<file path="config.mk">
export PLATFORM = sky130hd
export DESIGN_NAME = fht_bank_wr
export DESIGN_NICKNAME = d
export VERILOG_FILES = /design/src/rtl/fht_bank_wr.sv
export SDC_FILE = /design/constraint.sdc
export NUM_CORES = 1
export LEC_CHECK = 0
export CAP_MARGIN = 0
export CORE_UTILIZATION = 35
export CTS_BUF_LIST = sky130_fd_sc_hd__clkbuf_4 sky130_fd_sc_hd__clkbuf_8
export CTS_CLUSTER_DIAMETER = 200
export DETAILED_ROUTE_END_ITERATION = 8
export HOLD_SLACK_MARGIN = 0.12
export PLACE_DENSITY = 0.73
export SLEW_MARGIN = 10
export SYNTH_ARGS = -nofsm -noshare
export SYNTH_HDL_FRONTEND = slang
export SYNTH_SLANG_ARGS = --single-unit
export TNS_END_PERCENT = 5
</file>
<file path="constraint.sdc">
create_clock -name iCLK -period 3.7 [get_ports iCLK]
set_input_delay 0.74 -clock iCLK [delete_from_list [all_inputs] [get_ports iCLK]]
set_output_delay 0.74 -clock iCLK [all_outputs]
set_load 0.02 [all_outputs]
</file>
<file path="src/rtl/fht_bank_wr.sv">
// Write-back controller behind the FHT double butterfly: it registers four results per valid
// cycle into banks 0..3 at a shared address and does optional 1/2 scaling and overflow flagging.
module fht_bank_wr #(
    parameter int D_BIT = 17,
    parameter int A_BIT = 8
) (
    input  logic             iCLK,
    input  logic             iRESET,
    input  logic             iSTART,
    input  logic             iST_LAST,
    input  logic             iSCALE,
    input  logic             iVALID,
    input  logic [D_BIT-1:0] iY_0,
    input  logic [D_BIT-1:0] iY_1,
    input  logic [D_BIT-1:0] iY_2,
    input  logic [D_BIT-1:0] iY_3,
    output logic             oWR_EN,
    output logic [A_BIT-1:0] oWR_ADDR,
    output logic [D_BIT-1:0] oDATA_0,
    output logic [D_BIT-1:0] oDATA_1,
    output logic [D_BIT-1:0] oDATA_2,
    output logic [D_BIT-1:0] oDATA_3,
    output logic             oBUSY,
    output logic             oSTAGE_DONE,
    output logic             oOVF
);

    typedef enum logic [1:0] {
        IDLE = 2'd0,
        RUN  = 2'd1,
        DONE = 2'd2
    } state_t;

    state_t                  state_reg, state_next;
    logic [A_BIT-1:0]        cnt_reg, cnt_next;
    logic                    last_reg, last_next;
    logic                    scale_reg, scale_next;
    logic                    ovf_reg, ovf_next;
    logic                    wr_en_reg, wr_en_next;
    logic [A_BIT-1:0]        addr_reg, addr_next;
    logic [3:0][D_BIT-1:0]   data_reg, data_next;

    logic [3:0][D_BIT-1:0]   y_in;
    logic [3:0][D_BIT-1:0]   f_val;
    logic [3:0]              near_ovf;
    logic [A_BIT-1:0]        cnt_rev;

    assign y_in[0] = iY_0;
    assign y_in[1] = iY_1;
    assign y_in[2] = iY_2;
    assign y_in[3] = iY_3;

    // Per-bank datapath: rounding halve in D_BIT+1 bits, near-overflow on the unscaled input.
    generate
        for (genvar gi = 0; gi < 4; gi++) begin : g_bank
            logic [D_BIT:0] sum;
            assign sum          = {y_in[gi][D_BIT-1], y_in[gi]} + (D_BIT+1)'(1);
            assign f_val[gi]    = scale_reg ? sum[D_BIT:1] : y_in[gi];
            assign near_ovf[gi] = y_in[gi][D_BIT-1] ^ y_in[gi][D_BIT-2];
        end
    endgenerate

    generate
        for (genvar gi = 0; gi < A_BIT; gi++) begin : g_rev
            assign cnt_rev[gi] = cnt_reg[A_BIT-1-gi];
        end
    endgenerate

    always_ff @(posedge iCLK or negedge iRESET) begin
        if (!iRESET) begin
            state_reg <= IDLE;
            cnt_reg   <= '0;
            last_reg  <= 1'b0;
            scale_reg <= 1'b0;
            ovf_reg   <= 1'b0;
            wr_en_reg <= 1'b0;
            addr_reg  <= '0;
            data_reg  <= '0;
        end else begin
            state_reg <= state_next;
            cnt_reg   <= cnt_next;
            last_reg  <= last_next;
            scale_reg <= scale_next;
            ovf_reg   <= ovf_next;
            wr_en_reg <= wr_en_next;
            addr_reg  <= addr_next;
            data_reg  <= data_next;
        end
    end

    always_comb begin
        state_next = state_reg;
        cnt_next   = cnt_reg;
        last_next  = last_reg;
        scale_next = scale_reg;
        ovf_next   = ovf_reg;
        wr_en_next = 1'b0;
        addr_next  = addr_reg;
        data_next  = data_reg;
        case (state_reg)
            IDLE: begin
                // A start takes priority; a coincident valid is dropped.
                if (iSTART) begin
                    state_next = RUN;
                    cnt_next   = '0;
                    ovf_next   = 1'b0;
                    last_next  = iST_LAST;
                    scale_next = iSCALE;
                end
            end
            RUN: begin
                if (iVALID) begin
                    wr_en_next = 1'b1;
                    addr_next  = last_reg ? cnt_rev : cnt_reg;
                    data_next  = f_val;
                    if (|near_ovf) begin
                        ovf_next = 1'b1;
                    end
                    cnt_next = cnt_reg + A_BIT'(1);
                    if (&cnt_reg) begin
                        state_next = DONE;
                    end
                end
            end
            DONE: begin
                state_next = IDLE;
            end
            default: begin
                state_next = IDLE;
            end
        endcase
    end

    assign oWR_EN      = wr_en_reg;
    assign oWR_ADDR    = addr_reg;
    assign oDATA_0     = data_reg[0];
    assign oDATA_1     = data_reg[1];
    assign oDATA_2     = data_reg[2];
    assign oDATA_3     = data_reg[3];
    assign oBUSY       = (state_reg != IDLE);
    assign oSTAGE_DONE = (state_reg == DONE);
    assign oOVF        = ovf_reg;

endmodule

</file>
==> results of run 1 <==
layer usage:
layer	global-route usage [%]	share of wire (%)
met4	9.30	2.4
met2	32.8	45
met5	0	0
met1	27.9	45
met3	4.95	7.1
worst min path at each step:
stage	endpoint	start	cells after the start
2_1_floorplan	cnt_reg[0]$_DFFE_PN0P_	iRESET	0
3_3_place_gp	oDATA_1[0]$_DFFE_PN0P_	oDATA_1[0]$_DFFE_PN0P_	2
3_5_place_dp	oDATA_1[10]$_DFFE_PN0P_	oDATA_1[10]$_DFFE_PN0P_	1
4_1_cts	oWR_ADDR[1]$_DFFE_PN0P_	iRESET	1
5_1_grt	oWR_ADDR[1]$_DFFE_PN0P_	iRESET	1
6_report	oWR_ADDR[1]$_DFFE_PN0P_	iRESET	1
synthesized netlist by cell type (2+ instances only):
master	instances	area [um2]
a21o_1	14	105
buf_1	5	18.8
a22o_1	3	26.3
a211oi_1	4	30.0
nor4_1	3	18.8
and3_1	11	68.8
or3_1	8	50.1
a31oi_1	7	43.8
clkinv_1	2	7.51
xnor2_1	15	131
nand3b_1	2	15.0
and4_1	2	17.5
o21a_1	2	15.0
mux2i_1	20	200
a32oi_1	4	35.0
or2_2	3	18.8
nand3_1	26	130
buf_2	2	10.0
nor3_1	11	55.1
dfrtp_1	90	2250
nand4_1	17	106
inv_1	9	33.8
a21oi_1	63	315
clkbuf_1	27	101
nand2b_1	5	31.3
or4_1	2	15.0
nand2_1	70	263
o21ai_0	65	325
ha_1	9	113
nor2b_1	3	18.8
nor3b_1	2	15.0
xor2_1	19	166
o31ai_1	6	45.0
o22ai_1	12	75.1
nor2_1	53	199
report_power, final:
part / total, uW / internal, uW / switching [uW]
clock: 771 / 405 / 366
sequential: 1270 / 1150 / 127
combinational: 1010 / 467 / 543
total: 3050 / 2020 / 1040
cells by family after synthesis:
group	count (synthesis)	synth area share [%]
flip-flops	90	43.2
buffers and inverters	46	3.39
multiplexers	21	4.06
AO/OA/AOI/OAI	188	20.7
AND/OR/NAND/NOR	224	20.7
XOR/XNOR	34	5.71
adder cells (fa/ha/maj)	9	2.16
stage by stage:
step,setup WS (ps),std cells
after global placement,837,924
after floorplan,1700,612
after detailed placement,778,924
after CTS,1170,940
after global routing,990,940
final,1120,940
layout by cell type (no fill, tap or decap), types with 10 or more instances in the layout:
cell             instances
clkdlybuf4s50_1        152
nand4_1                 17
nor2_1                  53
o21ai_0                 65
a21oi_1                 63
xnor2_1                 15
mux2i_1                 20
buf_4                   11
a21o_1                  14
nor3_1                  11
nand2_1                 70
clkbuf_8                10
xor2_1                  19
and3_1                  11
o22ai_1                 12
nand3_1                 26
dfrtp_1                 89
worst register-to-register path: cells and delay by family, from the launching register on:
| kind | cells | cell delay [ps] |
|---|---|---|
| buffers and inverters | 1 | 470 |
| AND/OR/NAND/NOR | 2 | 810 |
| AO/OA/AOI/OAI | 1 | 200 |
| flip-flops | 1 | 480 |
layout make-up:
class	instances	area, um2
Fill cell	1417	7400
Tap cell	184	230
Multi-Input combinational cell	476	2780
Inverter	11	41.3
Timing Repair Buffer	163	1600
Clock inverter	5	77.6
Clock buffer	11	145
Sequential cell	90	2250
==> impl_metrics.json, run 1 <==
{
  "rrSetupSlack_ps": 1590,
  "crit_path_max_fanout": 5,
  "clockBufferDepth": 2,
  "first_pass_iters": 4,
  "cts_buffers": 9,
  "fin_area_mm2": 0.00713,
  "synth_area_mm2": 0.00521,
  "path_buf_inv": 1,
  "finClkSkew_ps": 7.33,
  "synth-edff-count": 0,
  "reg2reg_from": "state_reg[0]$_DFFE_PN0P_",
  "rr_worst_depth": 4,
  "fin_setup_tns_ps": 0,
  "hold_path.class": "input pin to asynchronous set/reset pin",
  "diodes": 0,
  "rsz0062_at_grt": "no",
  "cts_htree_levels": 3,
  "crit_path_end": "oDATA_3[15]$_DFFE_PN0P_",
  "critPathKind": "input pin to flop",
  "route.detailed.drc": 0,
  "ys_seq_area_share_pct": 43.2,
  "ioPinCount": 154,
  "slew_violations": 0,
  "rows": 44,
  "first_global_vias": 4795,
  "endpoint_kind": "flop",
  "setup_viol": 0,
  "syn_area_per_cell_um2": 8.52,
  "synth_cell_types": 51,
  "clock-sinks": 90,
  "die-area_mm2": 0.0154,
  "post_cts.repair.setup_buffers": 0,
  "cts_root_buf": "clkbuf_8",
  "start_util_pct": 35.9,
  "max_stage_delay_ps": 600,
  "synth_seq_cells": 90,
  "min_period_ps": 2580,
  "grt.total_usage_pct": 21.1,
  "hpwlAfterDp_mm": 11.3,
  "grt_antenna_before_repair": 0,
  "path_cells": "clkdlybuf4s50_1 -> ha_1 -> nand4_1 -> nor4_2 -> nand3_1 -> xor2_1 -> o22ai_1",
  "crit_required_ps": 3990,
  "maxCapViolations": 0,
  "synthFlopType": "dfrtp_1",
  "cp.depth": 7,
  "tightest_slew_ps": 715,
  "netlist_instances": 612,
  "critical_path_arrival_ps": 2860,
  "period_share_pct": 69.6,
  "wl_mm": 15.5,
  "r2r_end": "oDATA_0[11]$_DFFE_PN0P_",
  "overflow": 0,
  "yosys_warnings": 0,
  "cts_resized": 0,
  "clk_latency_ps": 370,
  "gp_congestion": 0.816,
  "hold_viol_final": 0,
  "powerDensity_mw_per_mm2": 428,
  "async_reset_ff_share_pct": 100,
  "grt_max_degree": 71,
  "port_buffers": 153,
  "p_leak_uw": 0.00287,
  "startpoint": "iY_3[1]",
  "timing.hold.ws_ps": 374,
  "grt_pass1_wl_mm": 24.7,
  "peakVddDrop_uv": 161,
  "viasPerCell": 5.29,
  "ant_nets": 0,
  "vias": 4970,
  "synthesis.nets": 695,
  "slew_headroom_pct": 52.2,
  "fin_nets": 834,
  "coreArea_mm2": 0.0145,
  "outcome": "completed",
  "slowest_stage": "nor4_2",
  "fmax_mhz": 388,
  "wl_per_cell_um": 16.5,
  "clkTransAtPathRegs_ps": 90,
  "crit_family": "simple AND/OR/NAND/NOR gates",
  "place_area_mm2": 0.00691,
  "fin_util_pct": 49.1,
  "fp.dieW_um": 124,
  "drt_iter0_markers": 316,
  "drive_gt1_share_pct": 4.89,
  "cts_tree": "done",
  "die_h_um": 124,
  "power_uw": 3050,
  "worstSetupStartpointType": "input pin",
  "cts_hold_buf": 0,
  "area_growth_pct": 36.9
}
Power figures use the tool's default switching activity.
==> run 2: changes to the inputs <==
--- a/config.mk
+++ b/config.mk
@@ -11,7 +11,7 @@
 export CTS_CLUSTER_DIAMETER = 200
 export DETAILED_ROUTE_END_ITERATION = 8
 export HOLD_SLACK_MARGIN = 0.12
-export PLACE_DENSITY = 0.73
+export PLACE_DENSITY = 0.76
 export SLEW_MARGIN = 10
 export SYNTH_ARGS = -nofsm -noshare
 export SYNTH_HDL_FRONTEND = slang
==> constraint.sdc (replaced) <==
create_clock -name iCLK -period 2.1 [get_ports iCLK]
set_input_delay 0.42 -clock iCLK [delete_from_list [all_inputs] [get_ports iCLK]]
set_output_delay 0.42 -clock iCLK [all_outputs]
set_load 0.02 [all_outputs]
==> run 2 against run 1 <==
Compared with the run above:
- routed wire length is 5.0% higher
- combinational power is 90% higher
- hold slack better by 110 ps
- sequential share of layout area is 2.8 points lower
- critical endpoint is now oSTAGE_DONE
- cell count is 9.5% higher
- critical path type is now flop to output port
- clock skew is 1.9 ps higher
- count of clock-buffer cells in the layout stayed put
- total power is 74% higher
- sequential power is 77% higher
==> impl_metrics.json, run 2 (synthesis results as in run 1) <==
{
  "outcome": "completed",
  "min_period_ps": 2030,
  "die_h_um": 124,
  "hold_path.class": "flop to flop",
  "grt_pass1_wl_mm": 25.8,
  "power_uw": 5320,
  "cts_htree_levels": 3,
  "fmax_mhz": 493,
  "overflow": 0,
  "drt_iter0_markers": 376,
  "rsz0062_at_grt": "no",
  "path_cells": "nor2b_1 -> clkdlybuf4s50_1",
  "multiInputGateArea_mm2": 0.00278,
  "endpoint_kind": "output port",
  "clockBufferDepth": 2,
  "period_share_pct": 96.5,
  "max_stage_delay_ps": 610,
  "viasPerCell": 5.27,
  "layout_commonest_cell": "clkdlybuf4s50_1",
  "grt_max_degree": 57,
  "grt.total_usage_pct": 22.0,
  "coreArea_mm2": 0.0145,
  "drive_gt1_share_pct": 14.8,
  "rows": 44,
  "ant_nets": 0,
  "post-place-ws_ps": -217,
  "fp.dieW_um": 124,
  "route.detailed.drc": 0,
  "worstSetupStartpointType": "flop",
  "tightest_slew_ps": 572,
  "p_switching_uw": 1880,
  "power.clock.fraction_pct": 21.8,
  "first_global_vias": 5082,
  "crit_path_max_fanout": 7,
  "ioPinCount": 154,
  "p_int_uw": 3450,
  "cts_tree": "done",
  "slew_headroom_pct": 61.7,
  "die-area_mm2": 0.0154,
  "fill_cells": 1355,
  "first_pass_iters": 5,
  "start_util_pct": 35.9,
  "pwr-share-seq_pct": 42.2,
  "crit_required_ps": 1680,
  "gp_congestion": 0.844,
  "peakVddDrop_uv": 358,
  "finClkSkew_ps": 9.21,
  "fin_nets": 923,
  "diodes": 0,
  "p_leak_uw": 0.00329,
  "setup_slack_ps": 72.5,
  "slew_violations": 0,
  "clk_latency_ps": 380,
  "vias": 5423,
  "clkTransAtPathRegs_ps": 90,
  "hold_viol_final": 0,
  "wl_mm": 16.3,
  "slowest_stage": "clkdlybuf4s50_1",
  "regArea_mm2": 0.00225,
  "p_sw_share_pct": 35.2,
  "comb_power_share_pct": 36.1,
  "finalNonFillerCells": 1029,
  "cts_root_buf": "clkbuf_8",
  "powerDensity_mw_per_mm2": 681,
  "final_cell_mix": "151 x clkdlybuf4s50_1, 95 x buf_4, 89 x dfrtp_1, 70 x nand2_1, 65 x o21ai_0",
  "critical_path_arrival_ps": 1610,
  "hpwlAfterDp_mm": 12.3,
  "maxCapViolations": 0,
  "setup_viol": 0,
  "cts_buffers": 9,
  "wl_per_cell_um": 15.8,
  "clock-sinks": 90,
  "dp_cells": 1012,
  "critPathKind": "flop to output port",
  "timing.hold.ws_ps": 483,
  "port_buffers": 153,
  "grt_antenna_before_repair": 0,
  "area_growth_pct": 50.1
}
==> run 2: cell type report <==
cell class                      instances  share of cell area (%)
Tap cell                              184                    2.94
Clock inverter                          5                   0.480
Timing Repair Buffer                  252                    29.7
Inverter                               11                   0.528
Clock buffer                           11                    1.94
Multi-Input combinational cell        476                    35.6
Sequential cell                        90                    28.8
==> run 2: routing by layer <==
| metal | vias to the layer above | global-route usage (%) | wire, um |
|---|---|---|---|
| met3 | 13 | 6.59 | 1240 |
| met4 | 0 | 5.06 | 189 |
| met2 | 155 | 36.6 | 7810 |
| met1 | 2594 | 28.0 | 7060 |
| li1 | 2661 | - | - |
| met5 | - | 0 | 0 |
==> run 2: per-stage QoR <==
stage               setup TNS, ps  cell area [um2]  utilization [%]
finish                          0             7820             53.8
global route                    0             7820             53.8
CTS                             0             7820             53.8
detailed placement          -3420             7620             52.4
global placement            -2350             7620             52.4
floorplan                       0             5210                -
==> run 2: repair_timing <==
action,4_1_cts,5_1_grt
setup buffers,0,0
setup endpoints to repair,1,0
endpoints found under the hold margin,29,0
resized for setup,1,0
hold buffers,1,0
==> run 2: critical path: cells and delay by family (launching register included) <==
| family | cells | cell delay [ps] |
|---|---|---|
| and+or+nand+nor | 1 | 140 |
| buffers and inverters | 1 | 610 |
| DFF | 1 | 480 |
==> run 2: power groups by stage <==
stage / logic [uW] / registers [uW] / clock network [uW]
3_3_place_gp: 1890 / 2260 / 0
2_1_floorplan: 616 / 2510 / 0
5_1_grt: 2090 / 2290 / 1250
3_5_place_dp: 1920 / 2280 / 0
4_1_cts: 1930 / 2250 / 1210
6_report: 1920 / 2250 / 1160
==> run 2: final timing paths <==
path / startpoint / to / slack (ps) / cells after the start
max in group asynchronous: iRESET / scale_reg$_DFFE_PN0P_ / 1020 / 3
worst max register to register: state_reg[0]$_DFFE_PN0P_ / oDATA_3[10]$_DFFE_PN0P_ / 340 / 6
worst max-delay path: state_reg[0]$_DFFE_PN0P_ / oSTAGE_DONE / 70 / 2
worst min register to register: oWR_ADDR[5]$_DFFE_PN0P_ / oWR_ADDR[5]$_DFFE_PN0P_ / 480 / 2
worst min-delay path: oWR_ADDR[5]$_DFFE_PN0P_ / oWR_ADDR[5]$_DFFE_PN0P_ / 480 / 2
min in group asynchronous: iRESET / cnt_reg[4]$_DFFE_PN0P_ / 520 / 2
==> RTL change 1, RTL diff (config.mk and constraints of run 2) <==
Change the parameter `A_BIT` from 8 to 16.
--- a/src/rtl/fht_bank_wr.sv
+++ b/src/rtl/fht_bank_wr.sv
@@ -3,5 +3,5 @@
 module fht_bank_wr #(
     parameter int D_BIT = 17,
-    parameter int A_BIT = 8
+    parameter int A_BIT = 16
 ) (
     input  logic             iCLK,
Interface: changed (resized oWR_ADDR); port bits go from 154 to 162. No check against the original RTL was run, so the function may have changed too.
==> RTL change 1 against run 2 <==
- total power increased by 11%
- cell area grew 11%
- setup slack got worse by 0.0057 ns
- sequential cell count rose by 16
- highest routed layer unchanged
- routed wire length rose by 4.3%
- sequential power is 16% higher
- non-clock buffer count rose by 3
- critical endpoint is now oDATA_2[13]
- synthesized area rose by 14%
==> RTL change 1: results (changes against run 2) <==
power_and_ir_drop:
  max-vdd-ir-drop_uv: 312  # -13%
  p_leak_nw: 3.68  # +12%
  p_sw_mw: 2.09  # +11%
clock_network:
  root_buffer: "clkbuf_8"
  numCtsBuffers: 9  # unchanged
  clk_pin_slew_ns: 0.12  # +0.03 ns
  post-cts-setup-buffer-count: 0  # unchanged
  htree_levels: 3  # unchanged
  clk-insertion-delay-late_ns: 0.39
  clock_path_buffers: 2  # unchanged
global_routing:
  first_global_vias: 5584  # +9.9%
  met1_usage_pct: 27.0  # -1.1 points
  use_met3_pct: 2.73  # -3.9 points
  antenna_found_initial: 0  # unchanged
  use_met2_pct: 33.5  # -3.2 points
  grt_usage_pct: 20.2  # -1.9 points
  grt_pass1_wl_mm: 28.2  # +9.5%
  grt_max_degree: 66  # +16%
placement:
  place.gp.congestion: 0.877  # +3.8%
  pre_cts_ws_ns: -0.335  # -0.118 ns
  port_buffers: 161  # +5.2%
  hpwl_mm: 12.5  # +2.1%
  dpl-instance-area_um2: 8440  # +11%
synthesis:
  synth_fa_ha_area_share_pct: 1.90  # -0.27 points
  synth_flop_cell: "dfrtp_1"
  yosys-top-cells-area: "dfrtp_1 45%, o21ai_0 6.9%, nand2_1 5.1%, mux2i_1 4.9%, a21oi_1 4.3%"
  synth_mux_area_share_pct: 5.27  # +1.2 points
  syn-num-nets: 755  # +8.6%
  synthXorXnorAreaFrac_pct: 7.52  # +1.8 points
  yosysUniqueCellTypes: 49  # -3.9%
  synth_compound_area_share_pct: 18.8  # -1.9 points
  synthTopCellsByCount: "106 x dfrtp_1, 82 x o21ai_0, 81 x nand2_1"
  synth_seq_area_share_pct: 44.7  # +1.4 points
  synthArstFlopShare_pct: 100  # unchanged
  synth_warnings: 0  # unchanged
route:
  drt-met1-wl_mm: 7.82  # +11%
  wl_met2_mm: 8.30  # +6.3%
  drtIter0Drc: 274  # -27%
  wirelength_mm: 17.0  # +4.3%
  drt_first_pass_iters: 4  # -1
  wl_met3_um: 650  # -47%
  viasPerCell: 5.16  # -2.1%
  route.top_layer_used: "met4"
hold_path:
  holdCritPathClass: "input pin to asynchronous set/reset pin"
worst_setup_path:
  cp_max_fo: 2  # -5
  rr_endpoint: "oDATA_2[9]"
  ff2ff_path_depth: 7  # +1
  r2r_setup_slack_ns: 0.46  # +0.12 ns
  worst_ep_arrival_time_ns: 2.36  # +0.75 ns
  r2r_start: "state_reg[1]"
layout:
  n_antenna_cell: 0  # unchanged
  drive_gt1_share_pct: 13.3  # -1.5 points
  fin_nets: 978  # +6.0%
  num-fill-cells: 1578  # +16%
  multiInputGateArea_um2: 3090  # +11%
sta:
  clock_skew_ns: 0.0100  # +0.000820 ns
  tightest_slew_ns: 0.410  # -0.162 ns
  slew_violations: 0  # unchanged
run_status:
  status: "complete, no violations"
[RTL change 1: metrics by stage]
stage / setup TNS, ns / cells / hold slack, ns
floorplan: 0 / 672 / 0.124
global placement: -1.47 / 1103 / 0.356
detailed placement: -2.34 / 1103 / 0.356
CTS: 0 / 1120 / 0.447
global route: -0.00300 / 1120 / 0.459
finish: 0 / 1120 / 0.461
[RTL change 1: cell type report]
cell class,instances,share of cell area [%]
Clock inverter,7,0.996
Sequential cell,106,30.6
Timing Repair Buffer,255,27.6
Inverter,11,0.476
Clock buffer,9,1.43
Tap cell,220,3.18
Multi-Input combinational cell,512,35.7
[RTL change 1: how the worst max path moves through the flow]
| stage | from | to | slack (ns) |
|---|---|---|---|
| after CTS | state_reg[0] | oSTAGE_DONE | 0.005 |
| final | iY_2[1] | oDATA_2[13] | 0.07 |
| after floorplan | iY_2[0] | oDATA_2[13] | 0.13 |
| after detailed placement | iY_2[0] | oDATA_2[13] | -0.33 |
| after global placement | iY_2[0] | oDATA_2[13] | -0.33 |
| after global routing | iY_2[1] | oDATA_2[13] | -0.003 |
[RTL change 1: repair_timing]
item	CTS	global route
pin swaps	0	3
hold endpoints to repair	22	0
gates resized for setup	1	4
endpoints found under the setup margin	1	2
hold buffers	1	0
[RTL change 1: power groups by stage]
stage	Clock (mW)	Sequential, mW	Combinational, mW
after CTS	1.39	2.61	1.96
after floorplan	0	2.89	0.622
final	1.34	2.61	1.94
after global routing	1.47	2.65	2.10
after global placement	0	2.64	1.92
after detailed placement	0	2.65	1.95
[RTL change 1: critical path: stages]
cell	delay, ns
clkdlybuf4s50_1	0.49
ha_2	0.19
nand2_1	0.09
or3_4	0.39
or4_1	0.50
a31oi_1	0.18
a21o_1	0.09
==> RTL change 2, RTL diff (flow settings as in run 2) <==
Without the edit above. Encoding of `state_t`: now one-hot (3 bits for 3 states).
--- a/src/rtl/fht_bank_wr.sv
+++ b/src/rtl/fht_bank_wr.sv
@@ -26,8 +26,8 @@
 );
 
-    typedef enum logic [1:0] {
-        IDLE = 2'd0,
-        RUN  = 2'd1,
-        DONE = 2'd2
+    typedef enum logic [2:0] {
+        IDLE = 3'b001,
+        RUN  = 3'b010,
+        DONE = 3'b100
     } state_t;
 
Function: same outputs for any inputs over 10 cycles, from zero or initial values and one cycle with iRESET low; not proved beyond that.
==> RTL change 2 against run 2 <==
- the run now ends with DRC left
- sequential share of layout area rose by 0.33 points
- count of clock-buffer cells in the layout is 1 higher
- setup slack better by 0.027 ns
- cell area about the same
- routed wire length fell by 1.4%
- sequential cell count rose by 1
- final cell count fell by 2.4%
- synthesized area up 2.0%
Power is not compared: it rests on default switching activity, and its combinational part moved more than twofold at a synthesized area within 25%.
==> RTL change 2: results (changes against run 2) <==
global_routing:
  grt_usage_pct: 21.4  # -0.61 points
  grt_pass1_wl_mm: 26.7  # +3.5%
  first_global_vias: 5247  # +3.2%
  antenna_found_initial: 0  # unchanged
  grt_max_degree: 102  # +79%
worst_setup_path:
  rr_endpoint: "cnt_reg[5]"
  startpoint: "state_reg[0]"
  crit_end: "oBUSY"
  cp_max_fo: 5  # -2
  slowest_stage: "dfstp_2"
  path_delay_family: "flip-flops"
  slowest_delay_ns: 0.58  # -0.03 ns
  r2r_start: "state_reg[2]"
  worst_ep_arrival_time_ns: 1.58  # -0.03 ns
route:
  drt_first_pass_iters: 7  # +2
  drc: 10  # +10
  viasPerCell: 5.32  # +1.0%
  wirelength_mm: 16.1  # -1.4%
  drtIter0Drc: 416  # +11%
  wl_per_cell_um: 16.0  # +1.1%
sta:
  clock_skew_ns: 0.00859  # -0.000628 ns
  period_minus_slack_ns: 2.00  # -0.0271 ns
  fin_hold_ws_ns: 0.484  # +0.000660 ns
  slew_headroom_pct: 58.8  # -2.9 points
synthesis:
  synthXorXnorAreaFrac_pct: 6.42  # +0.71 points
  synthArstFlopShare_pct: 100  # unchanged
  yosysUniqueCellTypes: 50  # -2.0%
  synth_mux_area_share_pct: 4.94  # +0.88 points
  synth_seq_area_share_pct: 42.8  # -0.37 points
  yosys-top-cells-area: "dfrtp_1 42%, a21oi_1 6.4%, o21ai_0 4.8%, nand2_1 4.6%, mux2i_1 4.5%"
  syn-num-nets: 690  # -0.72%
  synthTopCellsByCount: "90 x dfrtp_1, 68 x a21oi_1, 65 x nand2_1"
  synth_fa_ha_area_share_pct: 2.12  # -0.043 points
  avgSynthCellArea_um2: 8.76  # +2.9%
  synth_compound_area_share_pct: 19.6  # -1.1 points
layout:
  fin_nets: 898  # -2.7%
  multiInputGateArea_um2: 2840  # +2.2%
  drive_gt1_share_pct: 13.8  # -1.0 points
  num-fill-cells: 1360  # +0.37%
clock_network:
  clk-insertion-delay-late_ns: 0.38  # about the same
  root_buffer: "clkbuf_8"
  clk_pin_slew_ns: 0.09  # about the same
run_status:
  violations: "DRC"
  status: "complete, but fails checks"
hold_path:
  hold_start: "oDATA_3[3]"
  worstHoldPathCells: 2  # unchanged
  hold_end: "oDATA_3[3]"
power_and_ir_drop:
  combinationalPowerShare_pct: 51.3
  p_leak_nw: 3.39
  p_int_mw: 5.47
  max-vdd-ir-drop_uv: 663
  seq_power_share_pct: 33.3
  swShare_pct: 40.2
placement:
  place.gp.congestion: 0.833  # -1.3%
  dpl-instance-area_um2: 7590  # -0.46%
  dp.cells: 987  # -2.5%
  pre_cts_ws_ns: -0.177  # +0.0400 ns
  hpwl_mm: 11.4  # -6.8%
==> RTL change 2: changes by cell type after synthesis, moves of 4 or more <==
cell,before,now
o21ai_0,65,51
a211oi_1,4,10
a21o_1,14,19
a21oi_1,63,68
nand2_1,70,65
xnor2_1,15,20
a31oi_1,7,3
and4_1,2,6
buf_1,5,1
buf_2,2,6
buf_4,0,4
inv_1,9,5
mux2i_1,20,24
==> RTL change 2: logic make-up (layout without fill, tap and decap cells) <==
| logic type | Yosys count | in the layout |
|---|---|---|
| buffers and inverters | 45 | 258 |
| xor gates and xnor gates | 39 | 39 |
| muxes | 26 | 26 |
| DFF | 91 | 91 |
| AOI/OAI and AO/OA | 180 | 180 |
| and+or+nand+nor | 217 | 217 |
| adders and majority gates | 9 | 9 |
==> RTL change 2: per-layer routing <==
layer | share of wire, % | up-vias | track usage [%]
li1 | - | 2608 | -
met4 | 1.4 | 0 | 7.82
met1 | 47 | 2559 | 29.1
met2 | 47 | 161 | 34.1
met5 | 0 | - | 0
met3 | 4.8 | 18 | 3.85
==> RTL change 2: area by class of cell <==
cell class,instances,area share [%]
Sequential cell,91,29.1
Timing Repair Buffer,237,28.4
Clock inverter,4,0.928
Inverter,5,0.240
Tap cell,184,2.94
Clock buffer,12,2.03
Multi-Input combinational cell,471,36.4
==> RTL change 2: worst register-to-register path, delay by kind of cell, from the launching register on <==
kind | cells | cell delay (ns)
buffers and inverters | 1 | 0.10
AOI/OAI and AO/OA | 1 | 0.14
DFF | 1 | 0.44
and+or+nand+nor | 4 | 1.03
==> RTL change 2: repair_timing <==
action	in CTS	in global routing
setup endpoints to repair	2	0
hold buffers	1	0
gates resized for setup	5	0
hold endpoints to repair	31	0
